## src/rtl/instr_fetch_pkg.sv

```systemverilog
// Shared types and constants for the instruction fetch stage.
// Holds the FSM state enum, the queue entry layout and the PC step helper.
package instr_fetch_pkg;

  localparam int          IMEM_DATA_W = 32;
  localparam logic [31:0] PC_STEP     = 32'd4;

  typedef enum logic [1:0] {
    IDLE  = 2'd0,
    RUN   = 2'd1,
    FAULT = 2'd2
  } ifetch_state_t;

  typedef struct packed {
    logic [31:0]            pc;
    logic [IMEM_DATA_W-1:0] instr;
  } fetch_entry_t;

  function automatic logic [31:0] pc_next(input logic [31:0] pc);
    return pc + PC_STEP;
  endfunction

endpackage

```

## src/rtl/instr_fetch_queue.sv

```systemverilog
// fetch_queue: 2-entry registered FIFO of {pc, instr}; output valid the cycle after a push.
// Flush wins over same-cycle push/pop; the producer guarantees no push when full without a pop.
module fetch_queue
  import instr_fetch_pkg::*;
(
  input  logic         clk,
  input  logic         rst_n,
  input  logic         flush,
  input  logic         push,
  input  fetch_entry_t push_data,
  input  logic         pop,
  output fetch_entry_t head,
  output logic         valid,
  output logic [1:0]   count
);

  fetch_entry_t slot [2];
  logic         wr_ptr;
  logic         rd_ptr;
  logic [1:0]   cnt;
  logic         do_push;
  logic         do_pop;

  assign do_push = push & ~flush;
  assign do_pop  = pop & valid & ~flush;

  always_ff @(posedge clk or negedge rst_n) begin
    if (!rst_n) begin
      wr_ptr <= 1'b0;
      rd_ptr <= 1'b0;
      cnt    <= 2'd0;
    end else if (flush) begin
      wr_ptr <= 1'b0;
      rd_ptr <= 1'b0;
      cnt    <= 2'd0;
    end else begin
      if (do_push) wr_ptr <= ~wr_ptr;
      if (do_pop)  rd_ptr <= ~rd_ptr;
      cnt <= cnt + {1'b0, do_push} - {1'b0, do_pop};
    end
  end

  // Payload needs no reset: it is only observed while cnt says the slot is live.
  always_ff @(posedge clk) begin
    if (do_push) slot[wr_ptr] <= push_data;
  end

  assign head  = slot[rd_ptr];
  assign valid = (cnt != 2'd0);
  assign count = cnt;

endmodule

```

## src/rtl/instr_fetch.sv

```systemverilog
// instr_fetch: PC + imem requester (<=2 in flight), 2-entry output queue, word->decode latency 1 cycle,
// stalls requests on queue+in-flight credit; IFETCH_ALIGN_CHECK_EN enables the misaligned-redirect fault.
module instr_fetch
  import instr_fetch_pkg::*;
#(
  parameter logic [31:0] RESET_PC        = 32'h0000_0000,
  parameter int          MAX_OUTSTANDING = 2
) (
  input  logic                   clk,
  input  logic                   rst_n,
  input  logic                   fetch_en,
  input  logic                   redirect_valid,
  input  logic [31:0]            redirect_pc,
  output logic                   imem_req,
  output logic [31:0]            imem_addr,
  input  logic                   imem_gnt,
  input  logic                   imem_rvalid,
  input  logic [IMEM_DATA_W-1:0] imem_rdata,
  output logic                   out_valid,
  input  logic                   out_ready,
  output logic [IMEM_DATA_W-1:0] out_instr,
  output logic [31:0]            out_pc,
  output logic                   fetch_fault
);

  ifetch_state_t state, state_nxt;
  logic [31:0]   pc;
  logic [31:0]   resp_pc;
  logic [1:0]    outstanding;
  logic [1:0]    drop_count;
  logic [31:0]   target_pc;
  logic          misaligned;
  logic          issue;
  logic          rsp_keep;
  logic          pop;
  logic          credit_ok;
  logic [2:0]    occupancy;
  logic [1:0]    q_count;
  logic          q_valid;
  fetch_entry_t  q_head;
  fetch_entry_t  q_in;

`ifdef IFETCH_ALIGN_CHECK_EN
  assign target_pc  = redirect_pc;
  assign misaligned = |redirect_pc[1:0];
`else
  logic unused_redirect_low;
  assign unused_redirect_low = ^redirect_pc[1:0];
  assign target_pc  = {redirect_pc[31:2], 2'b00};
  assign misaligned = 1'b0;
`endif

  assign pop      = q_valid & out_ready;
  assign issue    = imem_req & imem_gnt;
  assign rsp_keep = imem_rvalid & (drop_count == 2'd0) & ~redirect_valid;

  // A same-cycle pop frees its slot in time for a word requested now, which is what sustains 1 IPC.
  assign occupancy = {1'b0, q_count} - {2'b0, pop} + {1'b0, outstanding};
  assign credit_ok = occupancy < 3'(MAX_OUTSTANDING);

  always_ff @(posedge clk or negedge rst_n) begin
    if (!rst_n) state <= IDLE;
    else        state <= state_nxt;
  end

  always_comb begin
    state_nxt = state;
    if (redirect_valid && misaligned) begin
      state_nxt = FAULT;
    end else begin
      case (state)
        IDLE:    if (fetch_en)       state_nxt = RUN;
        RUN:     if (!fetch_en)      state_nxt = IDLE;
        FAULT:   if (redirect_valid) state_nxt = RUN;
        default:                     state_nxt = IDLE;
      endcase
    end
  end

  always_comb begin
    imem_req  = (state == RUN) & ~redirect_valid & credit_ok;
    imem_addr = pc;
  end

  always_ff @(posedge clk or negedge rst_n) begin
    if (!rst_n) begin
      pc          <= RESET_PC;
      resp_pc     <= RESET_PC;
      outstanding <= 2'd0;
      drop_count  <= 2'd0;
    end else begin
      outstanding <= outstanding + {1'b0, issue} - {1'b0, imem_rvalid};
      if (redirect_valid) begin
        pc         <= target_pc;
        resp_pc    <= target_pc;
        // Everything still in flight after this cycle belongs to the old path.
        drop_count <= outstanding - {1'b0, imem_rvalid};
      end else begin
        if (issue)    pc      <= pc_next(pc);
        if (rsp_keep) resp_pc <= pc_next(resp_pc);
        if (imem_rvalid && drop_count != 2'd0) drop_count <= drop_count - 2'd1;
      end
    end
  end

`ifdef IFETCH_ALIGN_CHECK_EN
  logic fault_q;
  always_ff @(posedge clk or negedge rst_n) begin
    if (!rst_n)              fault_q <= 1'b0;
    else if (redirect_valid) fault_q <= misaligned;
  end
  assign fetch_fault = fault_q;
`else
  assign fetch_fault = 1'b0;
`endif

  assign q_in = '{pc: resp_pc, instr: imem_rdata};

  fetch_queue u_queue (
    .clk       (clk),
    .rst_n     (rst_n),
    .flush     (redirect_valid),
    .push      (rsp_keep),
    .push_data (q_in),
    .pop       (pop),
    .head      (q_head),
    .valid     (q_valid),
    .count     (q_count)
  );

  assign out_valid = q_valid;
  assign out_instr = q_head.instr;
  assign out_pc    = q_head.pc;

endmodule
```

## config.mk

```make
export PLATFORM = sky130hd
export DESIGN_NAME = instr_fetch
export DESIGN_NICKNAME = d
export VERILOG_FILES = /design/src/rtl/instr_fetch_pkg.sv /design/src/rtl/instr_fetch_queue.sv /design/src/rtl/instr_fetch.sv
export SDC_FILE = /design/constraint.sdc
export NUM_CORES = 1
export LEC_CHECK = 0
export CORE_ASPECT_RATIO = 2
export CORE_MARGIN = 2
export CORE_UTILIZATION = 25
export DETAILED_ROUTE_END_ITERATION = 8
export GPL_TIMING_DRIVEN = 0
export MAX_ROUTING_LAYER = met4
export PLACE_DENSITY_LB_ADDON = 0.15
export SLEW_MARGIN = 30
export SYNTH_ARGS = -nofsm -noshare
export SYNTH_HDL_FRONTEND = slang
export SYNTH_SLANG_ARGS = --single-unit
```

## constraint.sdc

```tcl
create_clock -name clk -period 10.8 [get_ports clk]
set_clock_uncertainty 0.1 [all_clocks]
set_input_delay 1.62 -clock clk [delete_from_list [all_inputs] [get_ports clk]]
set_output_delay 1.62 -clock clk [all_outputs]
set_load 0.02 [all_outputs]
```

* Word level (Yosys, flattened, before mapping)
Memories as Yosys holds them, arrays and structs flattened.
Cells that the tools add are included.
Widths: inputs -> output; s select.
** Cells by class
- Add/subtract/negate cells :: 10
- Multiply operators :: 0
- Div/mod/pow operators :: 0
- Order comparisons :: 1
- Equal/unequal tests :: 5
- Shift operators :: 0
- Muxes and demuxes :: 17
- Bitwise logic cells :: 12
- Reductions and logical operators :: 11
** Operators with widths (number)
- $mux 32 :: 4
- $add 32x3->32 const B :: 2
- $reduce_bool 2->1 :: 7
- $mux 2 :: 6
- $and 1x1->1 :: 9
- $mux 1 :: 6
- $ne 2x2->1 const B :: 3
- $pmux 2 s3 :: 1
- $sub 2x1->2 :: 3
- $add 2x1->2 :: 2
- $logic_not 2->1 :: 2
- $add 3x2->3 :: 1
- $lt 3x2->1 const B :: 1
- $not 1->1 :: 3
- $reduce_and 3->1 :: 1
- $sub 2x1->3 :: 1
- $eq 2x1->1 const B :: 1
- $eq 2x2->1 const B :: 1
- $sub 2x1->2 const B :: 1
- $logic_and 1x1->1 :: 1
** Word-level totals
- Flip-flop bits (word level) :: 74
- Latch bits :: 0
- RAM bits :: 128
- Memory bits (read-only) :: 0
- Bits of input ports :: 71
- Logic and storage cells :: 65
- Memories kept :: 1
** Memory list
- u_queue.slot :: words 2, width 64, read ports 1, clocked after Yosys merged registers in 0, wr ports 1, line instr_fetch_queue.sv:17 : fetch_entry_t slot [2];

* Longest topological paths before layout
- Depth in word-level cells :: 9
- Depth in mapped cells :: 16
- Mapped depth without buffers :: 15

* Cells and area by module
A second synthesis with hierarchy kept.
** Unflattened totals
- Cell total of the unflattened synthesis :: 663
- Area, all modules :: 8838.5 um^2
** Modules (own cells, without submodules)
- fetch_queue :: instances 1, cells each 221, area an instance 4847.1 um^2, sequential area each 3943.8 um^2
- instr_fetch :: instances 1, cells each 442, area an instance 3991.3 um^2, sequential area each 1626.6 um^2

* Least setup slack after synthesis
Ideal clock, no wire load.
- Kind :: input port to flip-flop
- From :: input port redirect_valid
- To :: memory u_queue.slot[0][0] in the netlist's numbering (enable)
- Setup time :: 559 ps
- Arrival :: 6286 ps
- Slack :: 3856 ps
- Stages on the path :: 3
- Buffers on the path :: 2
- Path through :: clkbuf_1 > buf_1 > nor3_1
** On the way
- Word-level cells in the longest chain between the ends :: 5
** Ends and longest elaborated chain
- start: declaration :: line instr_fetch.sv:12 : input logic redirect_valid,
- $not 1->1 * :: line instr_fetch_queue.sv:24, instr_fetch.sv:55
- $and 1x1->1 :: line instr_fetch.sv:55 : assign rsp_keep = imem_rvalid & (drop_count == 2'd0) & ~redirect_valid;
- $and 1x1->1 * :: line instr_fetch_queue.sv:24 : assign do_push = push & ~flush;
- $mux 1 * :: line instr_fetch_queue.sv:45 : if (do_push) slot[wr_ptr] <= push_data;
- $mux 1 (not written as such) * :: line instr_fetch_queue.sv:45
- end: declaration :: line instr_fetch_queue.sv:17
Mark *: on every way between the ends. The rest lies on a longest branch, timed or not.

* Final worst setup path
- From :: input port out_ready
- To :: output port imem_req
** On the way
- Word-level cells in the longest chain between the ends :: 5
** Ends and longest elaborated chain
- start: declaration :: line instr_fetch.sv:20 : input logic out_ready,
- $and 1x1->1 :: line instr_fetch.sv:53 : assign pop = q_valid & out_ready;
- $sub 2x1->3 :: line instr_fetch.sv:58 : assign occupancy = {1'b0, q_count} - {2'b0, pop} + {1'b0, outstanding};
- $add 3x2->3 :: line instr_fetch.sv:58
- $lt 3x2->1 :: line instr_fetch.sv:59 : assign credit_ok = occupancy < 3'(MAX_OUTSTANDING);
- $and 1x1->1 :: line instr_fetch.sv:81 : imem_req = (state == RUN) & ~redirect_valid & credit_ok;
- end: declaration :: line instr_fetch.sv:14 : output logic imem_req,
Every way passes these cells.

==> results.md <==
* Status: finished, final reports clean
* Num CTS Buffers at 17
* Worst r2r src: u_queue.count[1]
* Least-Margin Pin Slew at 0.801 ns
* Chip height at 265 um
* Overflow after GRT at 0
* Setup ws final at 4.81 ns
* Worst setup EP type: output port
* Yosys top cell area share at 43.7%
* R2R Setup Slk at 7.26 ns
* Area after DPL at 10800 um2
* Setup bufs post-CTS at 0
* Antenna violations before repair at 1
* Root buffer cell: clkbuf_16
* Worst flop-to-flop path endpoint: outstanding[1]
* TritonCTS clock tree: done
* Post-route antenna net violation count at 0
* Vias in the first global route at 6003
* Avg Inst Size Synth at 13.7 um2
* Mapped Cells at 624
* Finished Cell Area at 11400 um2
* F_max at 167 MHz
* Leakage at 4.07 nW
* Worst Hold End: u_queue.slot[1][51]
* Global-route wire length before repair at 36000 um
* Drt initial violations at 262
* Layout Nets at 901
* Ys Warns at 0
* Leading area contributor after synthesis: edfxtp_1
* Vias at 5810
* Hold crit path type: reg -> reg
* Part of the cycle the worst path needs at 55.5%
* Drt wl/cell at 19.2 um
* Worst vdd ir at 0.000114 V
* Final Hold Vio Count at 0
* Sw Pwr at 0.655 mW
* Area of the die at 35700 um2
* Max-slew violations at 0
* Final total power at 2.16 mW
* Power density cells at 189 nW/um2
* I/O Buffers at 161
* Hold Crit Depth at 0
* WP data required at 9.08 ns
* Vias per cell at 4.58
* Die X at 135 um
* Reg2Reg Depth at 16
* Initial Utilization at 25.3%
* Drt first pass iters at 6
* Total track usage at 14.2%
* Fill cell count at 3371
* Post_cts resized at 0
* Register area share after synthesis at 63.9%
* Layout cells sized above 1 at 16.9%
* Post-placement cell count at 1236
* Pin count of the biggest net entering global routing at 48
* Slew margin rel. at 46.6%
* Rows at 95
* Non-Filler Instances at 1269
* Kind of critical path: in -> out
* Clock Latency Late Sink at 0.44 ns
* Final min period at 5.99 ns
* Synth Cell Area at 8520 um2
* Distinct cell type count after synthesis at 56
* Clock Sinks at 193
* Unrepaired setup endpoints after global routing: false
* Residual DRC at 0
* Worst-path maximum fanout at 3
* CTS clk-pin slew, worst paths at 0.06 ns
* Post-Place Setup Slack at 4.76 ns
* P&R area growth vs syn at 33.8%
* Sw Ratio at 30.4%
* Worst setup SP type: input port
* Logic gate share of total power at 27.4%
* Clock share of power at 29.2%
* Final GP Congestion at 0.779
* Ranking of synthesized cells by area: edfxtp_1 (44%), dfrtp_1 (20%), mux2_2 (9.0%), xor2_1 (2.5%), nand2_1 (2.2%)
* Max-Cap Viols at 0
* CORE AREA at 33600 um2
* Min-Delay Startpoint: resp_pc[19]
* Number of hold buffers added after CTS at 0
* Internal at 1.50 mW
* I/O pin cnt at 170
* Setup violators final at 0
* Number of synthesized register bits at 193
* Reg power frac at 43.4%
* # H-tree levels at 4
* Max Root-Sink Buffers at 2
* DRT Wirelength at 24400 um
* WP data arrival at 4.27 ns
* Hpwl dp at 18500 um
## layout make-up
cell class | instances | area (um2) | area share [%]
inverter | 16 | 60.1 | 0.527
timing repair buffer | 172 | 1730 | 15.2
antenna | 1 | 2.50 | 0.0219
clock buffer | 25 | 510 | 4.48
buffer | 31 | 145 | 1.27
sequential | 193 | 5450 | 47.8
tap | 436 | 546 | 4.78
multi-input combinational | 388 | 2890 | 25.3
clock inverter | 7 | 71.3 | 0.625
## layout by cell type, fill, tap and decap left out, types with 3 or more instances in the layout
| cell type | n |
|---|---|
| and4_1 | 4 |
| o211ai_1 | 6 |
| xnor2_1 | 18 |
| clkbuf_1 | 14 |
| ha_1 | 10 |
| o21ai_0 | 21 |
| nand2b_1 | 3 |
| buf_4 | 14 |
| a31o_1 | 3 |
| conb_1 | 5 |
| o311ai_1 | 10 |
| xor2_1 | 24 |
| buf_2 | 8 |
| dfrtp_1 | 69 |
| nor3_1 | 6 |
| buf_1 | 7 |
| nand4_1 | 28 |
| mux2_2 | 68 |
| clkdlybuf4s50_1 | 160 |
| and2_1 | 3 |
| nor2_1 | 24 |
| nand2_1 | 51 |
| clkbuf_16 | 19 |
| a21oi_1 | 6 |
| edfxtp_1 | 124 |
| and3_1 | 8 |
| o21ai_1 | 25 |
| nor4_4 | 4 |
| inv_1 | 15 |
| nand3_1 | 24 |
| a31oi_1 | 6 |
## worst max-delay path, stage by stage
cell and delay [ns]:
clkdlybuf4s50_1 0.40, nand2_1 0.17, inv_1 0.07, ha_1 0.26, nand2b_1 0.15, fa_1 0.41
xnor2_2 0.21, nor3_1 0.31, clkdlybuf4s50_1 0.67
## layer usage
layer  track usage [%]  wire length, um  vias to the layer above
li1                  -                -                     2713
met1              14.0             8840                     2901
met2              26.4            13900                      156
met3              2.63              801                       40
met4              7.00              877                        0
met5                 -                0                        -
## worst max path at each step
stage | cells after the start | start | to
floorplan | 3 | redirect_valid | u_queue.slot[0][0]
global route | 9 | out_ready | imem_req
global placement | 4 | redirect_valid | u_queue.slot[0][16]
finish | 9 | out_ready | imem_req
CTS | 9 | out_ready | imem_req
detailed placement | 9 | out_ready | imem_req
## stage by stage
step	utilization (%)	setup TNS, ns	hold WS (ns)
6_report	33.9	0	0.381
4_1_cts	33.9	0	0.388
3_5_place_dp	32.2	0	0.368
3_3_place_gp	31.8	-34.43	0.368
5_1_grt	33.9	0	0.398
2_1_floorplan	-	0	0.342
## Yosys cell counts (all sizes together)
cell type  count
nand2         52
or2            1
nand4         31
a31oi          6
a211oi         1
and2           4
a21o           1
nor2b          2
nand4b         2
dfrtp         69
o311ai        10
edfxtp       124
fa             1
nor3           8
mux2i          1
nand2b         3
and3           8
xnor2         19
clkbuf        11
mux2          69
nor2          25
nor4           6
xor2          24
conb           1
o221ai         1
o21ai         46
o211ai         7
o2111ai        1
nand3         25
a21oi          6
buf           20
nor3b          2
a311oi         1
or4b           1
a31o           4
and4           4
o41ai          1
inv           16
ha            10
## power by group through the flow
stage,combinational [mW],sequential [mW],clock (mW)
floorplan,0.322,0.958,0
global placement,0.589,0.959,0
detailed placement,0.603,0.951,0
CTS,0.606,0.936,0.657
global route,0.640,0.944,0.682
finish,0.591,0.935,0.631
## cells by family (layout without fill, tap and decap cells)
| group | Yosys count | in the layout | synth area share (%) |
|---|---|---|---|
| muxes | 70 | 70 | 9.23 |
| xor gates and xnor gates | 43 | 43 | 4.51 |
| AOI/OAI and AO/OA | 85 | 85 | 6.20 |
| other | 1 | 6 | 0.0440 |
| adders and majority gates | 11 | 11 | 1.70 |
| DFF | 193 | 193 | 63.9 |
| buffers and inverters | 47 | 251 | 2.41 |
| and+or+nand+nor | 174 | 174 | 12.0 |
## flip-flops by register name, indices dropped and copies added (netlist names)
signal          count
drop_count          2
imem_addr          30
outstanding         2
resp_pc            30
state               1
u_queue.count       2
u_queue.rd_ptr      1
u_queue.slot      124
u_queue.wr_ptr      1
Power figures use the tool's default switching activity.
==> edit 1 (config.mk and constraints unchanged) <==
Change the package constant `IMEM_DATA_W` from 32 to 36.
--- a/src/rtl/instr_fetch_pkg.sv
+++ b/src/rtl/instr_fetch_pkg.sv
@@ -4,3 +4,3 @@
 
-  localparam int          IMEM_DATA_W = 32;
+  localparam int          IMEM_DATA_W = 36;
   localparam logic [31:0] PC_STEP     = 32'd4;
Interface: changed (resized imem_rdata and out_instr); port bits go from 170 to 178. No check against the original RTL was run, so the function may have changed too.
==> edit 1 against the original RTL <==
Design area is 3.4% higher; sequential cell count is 8 higher; first-iteration DRC count is 37% lower; power is 4.9% higher; sequential power is 3.0% higher; wire length is 0.47% lower; worst setup slack better by 0.17 ns; critical path depth stayed put; area after synthesis is 1.9% higher; fmax is 2.9% higher; sequential share of layout area is 0.48 points higher; cell count is 0.95% higher; register-to-register slack worse by 0.22 ns; largest power group unchanged; highest routed layer unchanged.
==> edit 1: results (changes against the original RTL) <==
stage;metric;value;unit;change
pwr;total_power;2260;uW;+4.9%
place;dp.cells;1244;;+0.65%
final_layout;final_cells;1281;;+0.95%
pwr;cellLeakagePower;0.00413;uW;+1.4%
setup_path;max_stage_delay;0.65;ns;-0.02 ns
clocking;worstSkewPairLatency;0.50;ns;+0.06 ns
place;hpwlAfterDp;18.4;mm;-0.36%
min_path;worstHoldEndpoint;u_queue.slot[1][67];;
final_layout;layout-drive-gt1-share;18.2;%;+1.3 points
grt;grt_first_pass_wirelength;37.1;mm;+3.0%
grt;met3_usage;1.63;%;-1.0 points
setup_path;rrSetupSlack;7.04;ns;-0.22 ns
grt;use_met2;27.3;%;+0.91 points
grt;antenna_found_initial;0;;-1
detailed_routing;wl_met1;8.52;mm;-3.6%
logic_synthesis;synth_commonest_cells;132 x edfxtp_1, 86 x mux2_2, 69 x dfrtp_1;;
setup_path;crit_arrival;4.10;ns;-0.17 ns
final_layout;num_antenna_cells;0;;-1
clocking;clock_path_buffers;3;;+1
logic_synthesis;syn_area_per_cell;14.1;um2;+2.9%
place;io_buffers;169;;+5.0%
pwr;ir_drop;0.103;mV;-9.2%
logic_synthesis;synth_edf_count;132;;+6.5%
grt;grtUsageMet1;13.7;%;-0.26 points
pwr;comb-power;566;uW;-4.2%
pwr;switching_share;29.2;%;-1.2 points
grt;grt.total_usage;13.9;%;-0.29 points
outcome;status;finished clean;;
final_layout;largest_reg_flops;132;;+6.5%
place;routabilityCongestion;0.793;;+1.8%
place;place_area;11100;um2;+2.5%
detailed_routing;vias;5717;;-1.6%
detailed_routing;dr_wl_met2;14.1;mm;+1.9%
grt;grt_pass1_vias;6275;;+4.5%
logic_synthesis;seq_area_frac_synth;65.5;%;+1.6 points
sta;fin_hold_ws;0.404;ns;+0.0234 ns
edit 1: changes by cell type after synthesis, moves of 6 or more:
cell / delta
xor2_1: -9
edfxtp_1: +8
o311ai_1: -10
xnor2_1: +17
nand4_1: -12
o311ai_0: +10
o21ai_1: -18
mux2_2: +18
o21ai_0: -6
o211ai_1: +6
and3_1: -6
edit 1: layout make-up:
cell class | instances | area [um2] | area share (%)
Sequential cell | 201 | 5690 | 48.3
Clock inverter | 11 | 114 | 0.966
Buffer | 30 | 144 | 1.22
Clock buffer | 26 | 574 | 4.87
Timing Repair Buffer | 181 | 1820 | 15.5
Multi-Input combinational cell | 369 | 2810 | 23.8
Tap cell | 441 | 552 | 4.68
Inverter | 22 | 82.6 | 0.701
edit 1: logic make-up after synthesis:
kind of cell / synth area share (%)
flops: 65.5
simple gates: 9.49
mux: 11.3
compound gates: 4.38
buf+inv: 2.61
xor+xnor: 5.04
fa+ha+maj: 1.67
other cells: 0.0432
==> edit 2 (same settings) <==
Without the edit above. The 3 states of `ifetch_state_t` get a one-hot encoding in 3 bits.
--- a/src/rtl/instr_fetch_pkg.sv
+++ b/src/rtl/instr_fetch_pkg.sv
@@ -7,6 +7,6 @@
 
-  typedef enum logic [1:0] {
-    IDLE  = 2'd0,
-    RUN   = 2'd1,
-    FAULT = 2'd2
+  typedef enum logic [2:0] {
+    IDLE  = 3'b001,
+    RUN   = 3'b010,
+    FAULT = 3'b100
   } ifetch_state_t;
Behaviour: no difference found for any inputs over 4 cycles, from zero or initial values and one cycle with rst_n low; so few cycles prove little.
==> edit 2 against the original RTL <==
Clock power rose by 1%; sequential cell count rose by 1; worst hold slack got worse by 0.0053 ns; largest cell class unchanged; wire length fell by 5.1%; worst setup slack got worse by 0.053 ns; synthesized cell count fell by 0.16%; area after synthesis rose by 2.1%; design area rose by 1.7%; power fell by 4.6%; utilization fell by 0.15 points.
==> edit 2: results (changes against the original RTL) <==
stage;metric;value;unit;change
pwr;cellLeakagePower;0.00410;uW;+0.77%
sta;maxSlewHeadroom;38.1;%;-8.5 points
detailed_routing;drt-pass1-iter-count;4;;-2
setup_path;r2r_cells;15;;-1
setup_path;crit_arrival;4.32;ns;+0.05 ns
logic_synthesis;synthAdderAreaFrac;1.67;%;-0.035 points
final_layout;num_antenna_cells;0;;-1
outcome;status;finished clean;;
logic_synthesis;seq_area_frac_synth;63.0;%;-0.99 points
grt;grt_max_degree;44;;-8.3%
place;hpwlAfterDp;17.4;mm;-5.6%
final_layout;layout-drive-gt1-share;18.3;%;+1.3 points
detailed_routing;initialDrtViolationCount;178;;-32%
logic_synthesis;synthXorXnorAreaFrac;5.94;%;+1.4 points
detailed_routing;finalWirelength;23.1;mm;-5.1%
logic_synthesis;async_flop_share;36.1;%;+0.33 points
pwr;internal_power;1450;uW;-3.2%
logic_synthesis;synth_commonest_cells;124 x edfxtp_1, 87 x mux2_2, 69 x dfrtp_1;;
setup_path;rr_startpoint;u_queue.count[1];;
clocking;worstSkewPairLatency;0.45;ns;
logic_synthesis;netlist_top_cells_area;edfxtp_1 43%, dfrtp_1 20%, mux2_2 11%, xnor2_1 3.4%, xor2_1 2.5%;;
pwr;ir_drop;0.120;mV;+5.6%
sta;fin_hold_ws;0.375;ns;-0.00528 ns
logic_synthesis;synth_compound_area_share;4.21;%;-2.0 points
logic_synthesis;ys_types;52;;-7.1%
grt;grt.total_usage;13.6;%;-0.63 points
place;routabilityCongestion;0.779;;about the same
==> edit 2: changes by cell type after synthesis, sizes merged, moves of 8 or more <==
cell | unedited run | this run
o21ai | 46 | 5
nand2 | 52 | 28
mux2 | 69 | 87
a21boi | 0 | 16
xnor2 | 19 | 34
nand2b | 3 | 15
nand4 | 31 | 19
nor3 | 8 | 19
o311ai | 10 | 2
==> edit 2: per-layer routing <==
metal  global-route usage (%)  part of all wire (%)  wire, um
met1                     13.7                    37      8520
met2                     25.4                    57     13200
met3                     3.04                   3.6       827
met4                     4.73                   2.3       535
met5                        -                     0         0
==> edit 2: cell type report <==
cell class                 instances  area, um2
inverter                          19       71.3
multi-input combinational        385       3050
clock inverter                    11        131
timing repair buffer             173       1740
fill                            3480      22800
buffer                            29        136
clock buffer                      21        440
tap                              441        552
sequential                       194       5480
==> edit 2: cell families (layout without fill, tap and decap cells) <==
| kind of cell | count (synthesis) | in the layout |
|---|---|---|
| XOR/XNOR | 59 | 59 |
| other | 1 | 5 |
| multiplexers | 91 | 91 |
| AO/OA/AOI/OAI | 53 | 53 |
| buffers and inverters | 48 | 253 |
| AND/OR/NAND/NOR | 166 | 166 |
| adder cells (fa/ha/maj) | 11 | 11 |
| flip-flops | 194 | 194 |
==> edit 2: how the worst min path moves through the flow <==
stage                 from             endpoint  depth (start not counted)
6_report       resp_pc[21]  u_queue.slot[1][53]                          0
5_1_grt        resp_pc[21]  u_queue.slot[0][53]                          0
4_1_cts        resp_pc[21]  u_queue.slot[1][53]                          0
3_5_place_dp   resp_pc[21]  u_queue.slot[0][53]                          0
3_3_place_gp   resp_pc[21]  u_queue.slot[0][53]                          0
2_1_floorplan  resp_pc[21]  u_queue.slot[0][53]                          0
==> edit 2: through the flow <==
| stage | area (um2) | instances | worst slack (ns) |
|---|---|---|---|
| 2_1_floorplan | 8710 | 627 | 3.67 |
| 3_3_place_gp | 10900 | 1229 | -0.367 |
| 3_5_place_dp | 11000 | 1241 | 4.80 |
| 4_1_cts | 11600 | 1273 | 4.78 |
| 5_1_grt | 11600 | 1273 | 4.61 |
| 6_report | 11600 | 1273 | 4.76 |
==> edit 2: critical path, delay by kind of cell <==
family,cells,cell delay (ns)
adders and majority gates,2,0.80
and+or+nand+nor,4,0.76
buffers and inverters,3,1.14
==> edit 2: power by group through the flow <==
stage / registers, uW / logic [uW] / clock network [uW]
after floorplan: 939 / 275 / 0
after global routing: 931 / 541 / 692
after global placement: 944 / 495 / 0
final: 923 / 497 / 639
after detailed placement: 938 / 509 / 0
after CTS: 923 / 512 / 668
